$ cat config.mk
export PLATFORM = sky130hd
export DESIGN_NAME = ym_write_pacer
export DESIGN_NICKNAME = d
export VERILOG_FILES = /design/src/rtl/ym_write_pacer.sv
export SDC_FILE = /design/constraint.sdc
export NUM_CORES = 1
export LEC_CHECK = 0
export ABC_AREA = 1
export CORE_MARGIN = 2
export CORE_UTILIZATION = 55
export DETAILED_ROUTE_END_ITERATION = 10
export PLACE_DENSITY = 0.75
export SETUP_SLACK_MARGIN = 0.2
export SYNTH_ARGS = -nofsm -noshare
export SYNTH_HDL_FRONTEND = slang
export SYNTH_SLANG_ARGS = --single-unit
$ cat constraint.sdc
create_clock -name clk -period 3.45 [get_ports clk]
set_input_delay 0.345 -clock clk [delete_from_list [all_inputs] [get_ports clk]]
set_output_delay 0.345 -clock clk [all_outputs]
set_load 0.005 [all_outputs]
$ cat src/rtl/ym_write_pacer.sv
// ym_write_pacer: buffers complete YM2612 register writes from the host and
// replays each one on the chip-array bus as an address strobe followed by a
// data strobe, inserting the settle time the FM cores need between them.
// An optional last-address cache lets back-to-back writes to the same
// {chip, port, reg} skip the address phase.
module ym_write_pacer #(
  parameter int FIFO_DEPTH = 16,
  parameter int STROBE_LEN = 2,
  parameter int ADDR_WAIT  = 17,
  parameter int DATA_WAIT  = 83
) (
  input  logic                        clk,
  input  logic                        rst_n,
  input  logic                        i_in_valid,
  output logic                        o_in_ready,
  input  logic [4:0]                  i_in_chip,
  input  logic                        i_in_port,
  input  logic [7:0]                  i_in_reg,
  input  logic [7:0]                  i_in_data,
  input  logic                        i_skip_addr_en,
  output logic [4:0]                  o_cs,
  output logic [1:0]                  o_addr,
  output logic [7:0]                  o_din,
  output logic                        o_wr_n,
  output logic [$clog2(FIFO_DEPTH):0] o_level,
  output logic                        o_busy
);

  localparam int AW   = $clog2(FIFO_DEPTH);
  localparam int LW   = AW + 1;
  localparam int WMAX = (ADDR_WAIT > DATA_WAIT) ? ADDR_WAIT : DATA_WAIT;
  localparam int CMAX = (WMAX > STROBE_LEN) ? WMAX : STROBE_LEN;
  localparam int CW   = $clog2(CMAX + 1);

  // Counters load "cycles - 1" on state entry and leave the state at zero.
  localparam logic [CW-1:0] C_STROBE = CW'(STROBE_LEN - 1);
  localparam logic [CW-1:0] C_AWAIT  = CW'(ADDR_WAIT - 1);
  localparam logic [CW-1:0] C_DWAIT  = CW'(DATA_WAIT - 1);

  typedef enum logic [2:0] {
    S_IDLE     = 3'd0,
    S_A_SETUP  = 3'd1,
    S_A_STROBE = 3'd2,
    S_A_WAIT   = 3'd3,
    S_D_SETUP  = 3'd4,
    S_D_STROBE = 3'd5,
    S_D_WAIT   = 3'd6
  } state_t;

  // FIFO entry layout: {chip[21:17], port[16], reg[15:8], data[7:0]}
  logic [21:0]   r_mem [FIFO_DEPTH];
  logic [AW-1:0] r_wr_ptr;
  logic [AW-1:0] r_rd_ptr;
  logic [LW-1:0] r_level;
  logic          r_in_ready;

  state_t        r_state;
  logic [CW-1:0] r_cnt;
  logic [4:0]    r_cs;
  logic [1:0]    r_addr;
  logic [7:0]    r_din;
  logic          r_wr_n;
  logic          r_busy;
  logic [21:0]   r_cur;
  logic [13:0]   r_cache;
  logic          r_cache_vld;

  logic [21:0]   w_head;
  logic [4:0]    w_head_chip;
  logic          w_head_port;
  logic [7:0]    w_head_reg;
  logic [7:0]    w_head_data;
  logic          w_push;
  logic          w_can_pop;
  logic          w_dispatch_pt;
  logic          w_pop;
  logic          w_next_idle;
  logic          w_cache_hit;
  logic [LW-1:0] w_level_next;

  assign w_head      = r_mem[r_rd_ptr];
  assign w_head_chip = w_head[21:17];
  assign w_head_port = w_head[16];
  assign w_head_reg  = w_head[15:8];
  assign w_head_data = w_head[7:0];

  // Full blocks pushes even if a pop happens in the same cycle.
  assign w_push    = i_in_valid & r_in_ready;
  assign w_can_pop = (r_level != {LW{1'b0}});

  // IDLE and the last D_WAIT cycle are the only points where a new entry is taken.
  assign w_dispatch_pt = (r_state == S_IDLE) ||
                         ((r_state == S_D_WAIT) && (r_cnt == {CW{1'b0}}));
  assign w_pop         = w_dispatch_pt & w_can_pop;
  assign w_next_idle   = w_dispatch_pt & (~w_can_pop | (w_head_chip == 5'd0));
  assign w_cache_hit   = i_skip_addr_en & r_cache_vld &
                         ({w_head_chip, w_head_port, w_head_reg} == r_cache);
  assign w_level_next  = r_level + LW'(w_push) - LW'(w_pop);

  // FIFO storage; contents need no reset since level gates every read.
  always_ff @(posedge clk) begin
    if (w_push) begin
      r_mem[r_wr_ptr] <= {i_in_chip, i_in_port, i_in_reg, i_in_data};
    end
  end

  // FIFO pointers, occupancy and the registered ready flag.
  always_ff @(posedge clk or negedge rst_n) begin
    if (!rst_n) begin
      r_wr_ptr   <= {AW{1'b0}};
      r_rd_ptr   <= {AW{1'b0}};
      r_level    <= {LW{1'b0}};
      r_in_ready <= 1'b1;
    end else begin
      if (w_push) begin
        r_wr_ptr <= r_wr_ptr + AW'(1'b1);
      end
      if (w_pop) begin
        r_rd_ptr <= r_rd_ptr + AW'(1'b1);
      end
      r_level    <= w_level_next;
      r_in_ready <= (w_level_next != LW'(FIFO_DEPTH));
    end
  end

  // Write sequencer: bus outputs are set on the edge that enters each state.
  always_ff @(posedge clk or negedge rst_n) begin
    if (!rst_n) begin
      r_state     <= S_IDLE;
      r_cnt       <= {CW{1'b0}};
      r_cs        <= 5'd0;
      r_addr      <= 2'd0;
      r_din       <= 8'd0;
      r_wr_n      <= 1'b1;
      r_busy      <= 1'b0;
      r_cur       <= 22'd0;
      r_cache     <= 14'd0;
      r_cache_vld <= 1'b0;
    end else begin
      r_busy <= ~w_next_idle | (w_level_next != {LW{1'b0}});
      case (r_state)
        S_IDLE, S_D_WAIT: begin
          if ((r_state == S_D_WAIT) && (r_cnt != {CW{1'b0}})) begin
            r_cnt <= r_cnt - CW'(1'b1);
          end else if (w_can_pop) begin
            r_cur <= w_head;
            if (w_head_chip == 5'd0) begin
              // Chip 0 is a discard: consume it without touching bus or cache.
              r_state <= S_IDLE;
              r_cs    <= 5'd0;
              r_wr_n  <= 1'b1;
            end else if (w_cache_hit) begin
              r_state <= S_D_SETUP;
              r_cs    <= w_head_chip;
              r_addr  <= {w_head_port, 1'b1};
              r_din   <= w_head_data;
            end else begin
              r_state <= S_A_SETUP;
              r_cs    <= w_head_chip;
              r_addr  <= {w_head_port, 1'b0};
              r_din   <= w_head_reg;
            end
          end else begin
            r_state <= S_IDLE;
            r_cs    <= 5'd0;
            r_wr_n  <= 1'b1;
          end
        end
        S_A_SETUP: begin
          r_state <= S_A_STROBE;
          r_wr_n  <= 1'b0;
          r_cnt   <= C_STROBE;
        end
        S_A_STROBE: begin
          if (r_cnt != {CW{1'b0}}) begin
            r_cnt <= r_cnt - CW'(1'b1);
          end else begin
            r_state     <= S_A_WAIT;
            r_wr_n      <= 1'b1;
            r_cs        <= 5'd0;
            r_cnt       <= C_AWAIT;
            r_cache     <= r_cur[21:8];
            r_cache_vld <= 1'b1;
          end
        end
        S_A_WAIT: begin
          if (r_cnt != {CW{1'b0}}) begin
            r_cnt <= r_cnt - CW'(1'b1);
          end else begin
            r_state <= S_D_SETUP;
            r_cs    <= r_cur[21:17];
            r_addr  <= {r_cur[16], 1'b1};
            r_din   <= r_cur[7:0];
          end
        end
        S_D_SETUP: begin
          r_state <= S_D_STROBE;
          r_wr_n  <= 1'b0;
          r_cnt   <= C_STROBE;
        end
        S_D_STROBE: begin
          if (r_cnt != {CW{1'b0}}) begin
            r_cnt <= r_cnt - CW'(1'b1);
          end else begin
            r_state <= S_D_WAIT;
            r_wr_n  <= 1'b1;
            r_cs    <= 5'd0;
            r_cnt   <= C_DWAIT;
          end
        end
        default: begin
          r_state <= S_IDLE;
          r_wr_n  <= 1'b1;
          r_cs    <= 5'd0;
          r_cnt   <= {CW{1'b0}};
        end
      endcase
    end
  end

  assign o_in_ready = r_in_ready;
  assign o_level    = r_level;
  assign o_cs       = r_cs;
  assign o_addr     = r_addr;
  assign o_din      = r_din;
  assign o_wr_n     = r_wr_n;
  assign o_busy     = r_busy;

endmodule

# [Word-level counts from Yosys, hierarchy flattened]
# Memory sizes are Yosys's and may differ from the RTL's.
# Index checks and enable logic that the tools add are counted.
[word_totals] register_bits=78 ram_bits=352 inputBits=26 out_inout_bits=23 wordCells=109 n_memories=1
[memory_table] name="r_mem" words=16 width=22 read_ports=1 rd_ports_with_merged_regs=0 wr=1 line="51" rtl="logic [21:0] r_mem [FIFO_DEPTH];"
[classes] add_sub_neg=5 n_eq_ne=18 n_mux=38 n_bitwise=13 n_reduce_logical=20
[ops] op="8-bit 2-to-1 mux" count=5
[ops] op="7-bit one-hot mux with 5 select lines" count=1
[ops] op="7-bit 2-to-1 mux" count=4
[ops] op="5-bit 2-to-1 mux" count=5
[ops] op="3-bit 2-to-1 mux" count=7
[ops] op="5-bit one-hot mux with 4 select lines" count=1
[ops] op="2-bit != test, second input constant" count=9
[ops] op="3-bit one-hot mux with 6 select lines" count=1
[ops] op="8-bit one-hot mux with 2 select lines" count=1
[ops] op="14-bit == test" count=1
[ops] op="4-bit AND reduction" count=3
[ops] op="5-bit nonzero test" count=2
[ops] op="3-bit == test, second input constant" count=3
[ops] op="4-bit by 1-bit adder with 4-bit output, second input constant" count=2
[ops] op="2-bit 2-to-1 mux" count=4
[ops] op="7-bit logical NOT" count=1
[ops] op="1-bit 2-to-1 mux" count=7
[ops] op="7-bit nonzero test" count=1
[ops] op="7-bit by 1-bit subtractor with 7-bit output, second input constant" count=1
[ops] op="3-bit by 2-bit == test with 1-bit output, second input constant" count=2
[ops] op="1-bit inverter" count=6
[ops] op="2-bit OR reduction" count=3
[ops] op="5-bit by 1-bit adder with 5-bit output" count=1
[ops] op="1-bit AND" count=5
[ops] op="other kinds (15)" count=18

# [Depth between registers and ports, before layout]
# Gate-level depths: netlist (run 1).
# An unclocked memory read counts as a cell.
[depth] word_depth=8 depth_mapped=23 mapped_depth_nobuf=21

# [Least setup slack after synthesis (run 1)]
# Ideal clock, no wire load.
[synth_timing] kind="register -> register" start="reg r_cnt[0]" end="reg r_busy, in the netlist o_busy" setup_time_ns=0.134 t_arrival_ns=3.254 required_time_ns=3.316 slack_ns=0.062 stages_incl_launch_ff=24 n_path_buf=2 synth_period_minus_slack_ns=3.388 cell_sequence="dfrtp_1 -> inv_1 -> ha_1 -> nand2_1 -> nor3_1 -> inv_1 -> nor2_2 -> inv_1 -> nand2_1 -> nand2_1 -> inv_2 -> buf_2 -> buf_2 -> ha_1 -> inv_1 -> ha_1 -> fa_1 -> a21oi_1 -> nor2_1 -> nor2_1 -> xor2_1 -> inv_1 -> a211oi_1 -> nand3_1"
[synth_between] elab_chain_cells=7 word_cells_on_any_way=9 cone_classes="add/sub (1); bitwise (4); reduce/logical (4)"
[synth_lines] element="from (decl)" line="58" rtl="logic [CW-1:0] r_cnt;"
[synth_lines] element="from (signal assigned)" line="130" rtl="r_cnt <= {CW{1'b0}};"
[synth_lines] element="from (signal assigned)" line="144" rtl="r_cnt <= r_cnt - CW'(1'b1);"
[synth_lines] element="from (signal assigned)" line="176" rtl="r_cnt <= r_cnt - CW'(1'b1);"
[synth_lines] element="7-bit logical NOT" line="93" rtl="((r_state == S_D_WAIT) && (r_cnt == {CW{1'b0}}));"
[synth_lines] element="1-bit logical AND" line="93"
[synth_lines] element="1-bit logical OR" line="92" rtl="assign w_dispatch_pt = (r_state == S_IDLE) ||"
[synth_lines] element="1-bit AND" line="94" rtl="assign w_pop = w_dispatch_pt & w_can_pop;"
[synth_lines] element="via w_pop" line="76" rtl="logic w_pop;"
[synth_lines] element="5-bit by 1-bit subtractor with 5-bit output" line="98" rtl="assign w_level_next = r_level + LW'(w_push) - LW'(w_pop);"
[synth_lines] element="via w_level_next[4]" line="79" rtl="logic [LW-1:0] w_level_next;"
[synth_lines] element="5-bit nonzero test" line="140" rtl="r_busy <= ~w_next_idle | (w_level_next != {LW{1'b0}});"
[synth_lines] element="1-bit OR" line="140"
[synth_lines] element="to (signal assigned)" line="140"
[synth_lines] element="to (decl)" line="63" rtl="logic r_busy;"
# The timed path passes the listed nets, and every way through them passes these cells.
# A chain may end at the register's enable or synchronous reset.

# [Worst setup path after layout (run 1)]
[layout_timing] start="reg r_cnt[0]" end="reg r_busy, in the netlist o_busy"
[layout_between] elab_chain_cells=7 word_cells_on_any_way=9 cone_classes="add/sub (1); bitwise (4); reduce/logical (4)"
[layout_lines] element="7-bit logical NOT" line="93"
[layout_lines] element="1-bit logical AND" line="93"
[layout_lines] element="1-bit logical OR" line="92"
[layout_lines] element="1-bit AND" line="94"
[layout_lines] element="5-bit by 1-bit subtractor with 5-bit output" line="98"
[layout_lines] element="via w_level_next[4]" line="79"
[layout_lines] element="5-bit nonzero test" line="140"
[layout_lines] element="1-bit OR" line="140"
# The timed path passes the listed nets, and every way through them passes these cells.

==> results_dict.tcl, run 1 <==
set metrics [dict create \
    ys_seq_area_share_pct 68.4 \
    syn_area_um2 18300 \
    synth_top_family_by_area "simple AND/OR/NAND/NOR gates" \
    yosys.cell_types.count 40 \
    pre_cts_slack_ns 0.230 \
    grt_use_total_pct 25.1 \
    cp_cell_sequence "inv_2, ha_4, nand2_2, nor3_2, inv_1, nor2_4, inv_4, nand2_4, nand2_4, inv_2, ha_1, inv_1, ha_2, fa_2, a21oi_2, nor2_1, nor2_1, xor2_1, inv_1, a211oi_2, nand3_1" \
    nNetsFinal 1789 \
    yosys_warnings 0 \
    p_clk_share_pct 36.0 \
    cap_violations 0 \
    crit_family "adder cells" \
    cts_sinks 430 \
    max-vdd-ir-drop_uv 449 \
    drc 0 \
    grt_overflow_total 0 \
    netSwitchingPower_uw 3020 \
    core_area_um2 32700 \
    tightest_slew_ns 1.01 \
    period_needed_ns 3.07 \
    swShare_pct 24.9 \
    fin_setup_tns_ns 0 \
    synthAdderAreaFrac_pct 0.929 \
    via_per_inst 5.66 \
    initial_core_util_pct 56.0 \
    synth_seq_cells 430 \
    place.gp.congestion 0.870 \
    cts_tree "yes" \
    syn_inst 1693 \
    synth_edf_count 352 \
    worst_setup_path_start_kind "flip-flop" \
    final_area_um2 20900 \
    critical_path.slowest_cell "dfrtp_1" \
    cp.arrival_ns 3.49 \
    drive_gt1_share_pct 8.75 \
    dr.pass1.iters 5 \
    timing.slew.headroom_pct 32.7 \
    criticalPathCategory "reg -> reg" \
    worst_slack_ns 0.377 \
    synth_compound_area_share_pct 6.39 \
    required_ns 3.86 \
    r2r_start "r_cnt[0]" \
    timing.rr.end "o_busy" \
    finalHoldViolations 0 \
    intPower_uw 9090 \
    synthArstFlopShare_pct 18.1 \
    cts_buffers 43 \
    ys_top_cells_by_count "465 x nand2_1, 352 x edfxtp_1, 165 x nand3_1" \
    die-area_um2 34800 \
    powerDensity_nw_per_um2 580 \
    worstSkewPairLatency_ns 0.56 \
    r2r_setup_slack_ns 0.38 \
    synth_xor_area_share_pct 0.621 \
    p_leak_uw 0.00822 \
    endpoint "o_busy" \
    cp.buffers_inverters 6 \
    pin_count 49 \
    synth_top_cell_area_share_pct 57.7 \
    power_frac_comb_pct 11.9 \
    synth_nets 1732 \
    cts_root_buffer "clkbuf_16" \
    cp.depth 21 \
    max_stage_delay_ns 0.39 \
    finalWirelength_um 43600 \
    fin_util_pct 63.8 \
    die_y_um 187 \
    worstPathMaxFanout 5 \
    num_vias 12585 \
    antenna_left 0 \
    drtIter0Drc 1232 \
    htree_levels 2 \
    reg2regPathDepth 21 \
    syn_area_per_cell_um2 10.8 \
    diodes 0 \
    port_buffers 48 \
    num_rows 66 \
    end_kind "flip-flop" \
    setup_viol 0 \
    crit_path_start "r_cnt[0]" \
    yosysTopAreaCell "edfxtp_1" \
    synthSimpleGateAreaFrac_pct 17.6 \
    grt_pass1_wl_um 68000 \
    rsz0062_at_grt "yes" \
    antenna_found_initial 0 \
    placed_cell_area_um2 19500 \
    drv_slew 0 \
    post_drt_wl_per_cell_um 19.6 \
    grt_pass1_vias 12179 \
    synth_most_common_cell "nand2_1" \
    whs_ns 0.466 \
    clkTransAtPathRegs_ns 0.06 \
    fin_worst_skew_ns 0.0232 \
    synth_area_leaders "edfxtp_1 58%, dfrtp_1 10%, nand2_1 9.5%" \
    dieWidth_um 187 \
    synthMuxAreaShare_pct 0.0615 \
    synthToLayoutAreaGrowth_pct 13.9 \
    period_share_pct 89.1 \
    synth-main-ff-cell "edfxtp_1" \
    cts_buffer_depth 3 \
    cpMostUsedCell "inv_1" \
    grt_max_degree 95 \
    fmax_mhz 325 \
    seq_power_share_pct 52.1 \
    outcome "completed" \
    dp_hpwl_um 25500 \
    hp-class "reg -> reg" \
    n_fill_cell 2474 \
]
[stage by stage]
stage | power, uW | cells
after floorplan | 7080 | 1693
after global placement | 7700 | 2141
after detailed placement | 7770 | 2141
after CTS | 12100 | 2220
after global routing | 12500 | 2225
final | 12100 | 2225
[worst register-to-register path, stage by stage, from the launching register on]
cell	delay, ns
dfrtp_1	0.39
inv_2	0.10
ha_4	0.14
nand2_2	0.07
nor3_2	0.19
inv_1	0.09
nor2_4	0.17
inv_4	0.07
nand2_4	0.07
nand2_4	0.06
inv_2	0.06
ha_1	0.11
inv_1	0.04
ha_2	0.18
fa_2	0.36
a21oi_2	0.12
nor2_1	0.04
nor2_1	0.12
xor2_1	0.17
inv_1	0.09
a211oi_2	0.20
nand3_1	0.09
[sequential cells by signal, summed over array words and instances (netlist names)]
register and count:
o_cs 5, r_mem 352, r_cache_vld 1, o_in_ready 1, r_rd_ptr 4, r_wr_ptr 4, o_addr 2, o_busy 1
r_state 3, r_cur 22, r_cnt 7, o_wr_n 1, o_din 8, o_level 5, r_cache 14
[per-layer routing]
metal | vias up | share of wire [%] | track usage (%)
met1 | 6076 | 41 | 34.1
met5 | - | 0 | 0
met2 | 575 | 48 | 41.9
li1 | 5835 | - | -
met4 | 0 | 3.2 | 9.07
met3 | 99 | 7.4 | 3.33
[cell type report]
type                    count  area, um2  share of cell area, %
clock inverters            24        168                  0.803
clock buffers              54       1150                   5.50
multi-input cells        1014       4810                   23.0
flip-flops and latches    430      12500                   60.0
repair buffers             95       1030                   4.95
inverters                 166        631                   3.02
well taps                 442        553                   2.65
[how the worst min path moves through the flow]
stage | from | depth (start not counted) | end | slack (ns)
6_report | r_cache_vld | 2 | r_cache_vld | 0.47
5_1_grt | o_wr_n | 2 | o_wr_n | 0.49
4_1_cts | r_cache_vld | 2 | r_cache_vld | 0.47
3_5_place_dp | r_cache_vld | 2 | r_cache_vld | 0.45
3_3_place_gp | r_cache_vld | 2 | r_cache_vld | 0.45
2_1_floorplan | rst_n | 0 | o_addr[0] | 0.05
[cell families after synthesis]
family                   Yosys count
AO/OA/AOI/OAI                    203
XOR/XNOR                          13
adder cells (fa/ha/maj)           13
buffers and inverters            249
flip-flops                       430
multiplexers                       1
AND/OR/NAND/NOR                  784
[power by group through the flow]
stage | Combinational (uW) | Clock (uW) | Sequential, uW
2_1_floorplan | 691 | 0 | 6390
3_3_place_gp | 1320 | 0 | 6390
4_1_cts | 1380 | 4410 | 6300
3_5_place_dp | 1360 | 0 | 6410
5_1_grt | 1580 | 4610 | 6340
6_report | 1440 | 4360 | 6310
[repair_timing]
action,4_1_cts,5_1_grt
resized for setup,0,16
endpoints found under the hold margin,13,0
buffers inserted,0,5
setup endpoints to repair,0,5
hold buffers,1,0
[layout by cell type, fill, tap and decap left out, drive strengths merged, types with 2 or more instances in the layout]
cell,synthesis,final
a22oi,5,5
inv,166,169
a31oi,2,2
dfstp,2,2
nand3b,3,3
o221ai,23,23
nor3,3,3
o21ai,131,131
nor4,2,2
o22ai,11,11
nand2,470,470
dfrtp,76,76
clkinv,0,19
buf,53,47
clkdlybuf4s50,0,47
xnor2,2,2
nand4,2,2
a21oi,15,15
nor2,136,136
o211ai,14,14
clkbuf,30,54
nand3,167,167
ha,12,12
xor2,11,11
edfxtp,352,352
(Power assumes the default switching activity.)
==> run 2: changes to the inputs <==
PLACE_DENSITY = 0.72   (was 0.75)
clock period = 2.83 ns   (was 3.45 ns; I/O delays follow)
==> run 2 against run 1 <==
Effect of this change: register-to-register slack worse by 0.33 ns; global-route usage up 0.28 points; maximum frequency up 10%; first-iteration DRC count up 16%; count of clock-buffer cells in the layout up 11; clock power up 30%; clock skew about the same; final area up 3.8%; critical path type unchanged; non-clock buffer count up 53.
==> results_dict.tcl, run 2 (synthesis results as in run 1) <==
set metrics [dict create \
    dieWidth_um 187 \
    largest_reg_flops 352 \
    drc 0 \
    drive_gt1_share_pct 13.4 \
    cpMostUsedCell "inv_2" \
    antenna_found_initial 1 \
    period_share_pct 98.4 \
    place.gp.congestion 0.865 \
    finalWirelength_um 44700 \
    cts_root_buffer "clkbuf_16" \
    num_rows 66 \
    grt_max_degree 81 \
    port_buffers 48 \
    max-vdd-ir-drop_uv 480 \
    layout_commonest_cell "nand2_1" \
    cts_buffer_depth 3 \
    fmax_mhz 359 \
    cts_sinks 430 \
    finalHoldViolations 0 \
    tightest_slew_ns 0.772 \
    synthToLayoutAreaGrowth_pct 18.2 \
    grt_overflow_total 0 \
    cp_cell_sequence "inv_2, ha_4, nand2_4, nor3_4, inv_2, nor2_4, inv_2, nand2_2, nand2_2, inv_2, ha_4, inv_2, ha_4, fa_2, a21oi_2, nor2_1, nor2_1, xor2_1, inv_1, a211oi_2, nand3_1" \
    nNetsFinal 1845 \
    worst_setup_path_start_kind "flip-flop" \
    worstPathMaxFanout 2 \
    cap_violations 0 \
    cts_tree "yes" \
    dr.pass1.iters 5 \
    crit_family "adder cells" \
    core_area_um2 32700 \
    grt_pass1_vias 12405 \
    criticalPathCategory "reg -> reg" \
    dp_cells 2178 \
    rsz0062_at_grt "yes" \
    period_needed_ns 2.78 \
    worstSkewPairLatency_ns 0.56 \
    cp.buffers_inverters 6 \
    dp_hpwl_um 25900 \
    timing.slew.headroom_pct 48.5 \
    top_register "r_mem" \
    via_per_inst 5.59 \
    r2r_setup_slack_ns 0.05 \
    fin_cells 2284 \
    initial_core_util_pct 56.0 \
    top_regs "r_mem x352, r_cur x22, r_cache x14" \
    cts_buffers 44 \
    powerDensity_nw_per_um2 706 \
    layout_common_cells "452 x nand2_1, 352 x edfxtp_1, 155 x inv_1, 150 x nand3_1, 117 x o21ai_0" \
    crit_path_start "r_cnt[1]" \
    placed_cell_area_um2 19800 \
    r2r_start "r_cnt[1]" \
    critical_path.slowest_cell "dfrtp_1" \
    required_ns 3.26 \
    grt_pass1_wl_um 68200 \
    max_stage_delay_ns 0.40 \
    die_y_um 187 \
    pin_count 49 \
    post_drt_wl_per_cell_um 19.6 \
    drtIter0Drc 1425 \
    outcome "completed" \
    fin_setup_tns_ns 0 \
    antenna_left 0 \
    fin_util_pct 66.3 \
    clkTransAtPathRegs_ns 0.06 \
    setup_viol 0 \
    cp.arrival_ns 3.21 \
    end_kind "flip-flop" \
    fin_worst_skew_ns 0.0236 \
    grt_use_total_pct 25.4 \
    htree_levels 2 \
    die-area_um2 34800 \
    num_vias 12770 \
    hp-class "in -> async" \
    final_area_um2 21700 \
    p_leak_uw 0.00861 \
    drv_slew 0 \
]
==> run 2: worst register-to-register path, cell delays in order (launching register included) <==
cell and delay (ns):
dfrtp_1 0.40, inv_2 0.09, ha_4 0.15, nand2_4 0.06, nor3_4 0.14, inv_2 0.06
nor2_4 0.11, inv_2 0.05, nand2_2 0.05, nand2_2 0.06, inv_2 0.07, ha_4 0.12
inv_2 0.03, ha_4 0.15, fa_2 0.34, a21oi_2 0.13, nor2_1 0.05, nor2_1 0.10
xor2_1 0.16, inv_1 0.08, a211oi_2 0.16, nand3_1 0.10
==> run 2: through the flow <==
step / setup WS [ns] / hold WS, ns / power (uW)
final: 0.0460 / 0.356 / 15300
after global routing: -0.199 / 0.415 / 15900
after CTS: 0.0436 / 0.360 / 15300
after detailed placement: -0.0274 / 0.405 / 9600
after global placement: 0.0380 / 0.404 / 9540
after floorplan: -0.199 / -0.0126 / 8690
==> run 2: layer usage <==
metal | global-route usage, % | up-vias | share of wire (%)
li1 | - | 5957 | -
met1 | 35.0 | 6115 | 41
met2 | 40.7 | 598 | 48
met3 | 3.72 | 100 | 8.4
met4 | 11.0 | 0 | 3.3
met5 | 0 | - | 0
==> run 2: what timing repair did <==
item	in CTS	in global routing
hold buffers	1	0
endpoints found under the hold margin	58	0
resized for setup	5	54
cloned	0	6
setup endpoints to repair	9	15
pin swaps	2	5
setup buffers	3	14
==> run 2: area by class of cell <==
cell class / count / area, um2
Antenna cell: 1 / 2.50
Clock buffer: 65 / 1260
Clock inverter: 16 / 161
Fill cell: 2443 / 11000
Inverter: 166 / 638
Multi-Input combinational cell: 1014 / 4980
Sequential cell: 430 / 12500
Tap cell: 442 / 553
Timing Repair Buffer: 148 / 1520
Timing Repair inverter: 2 / 17.5
==> run 2: path summary, 6_finish.rpt <==
kind	end	depth (start not counted)
worst max-delay path	o_busy	21
worst max register to register	o_busy	21
worst min register to register	r_cache_vld	2
worst min-delay path	r_cache_vld	2
max in group asynchronous	o_in_ready	3
min in group clk	r_cache_vld	2
==> run 2: where the power goes <==
group / total (uW) / switching (uW) / internal, uW
sequential: 7690 / 183 / 7510
combinational: 1910 / 1230 / 685
clock: 5680 / 2310 / 3370
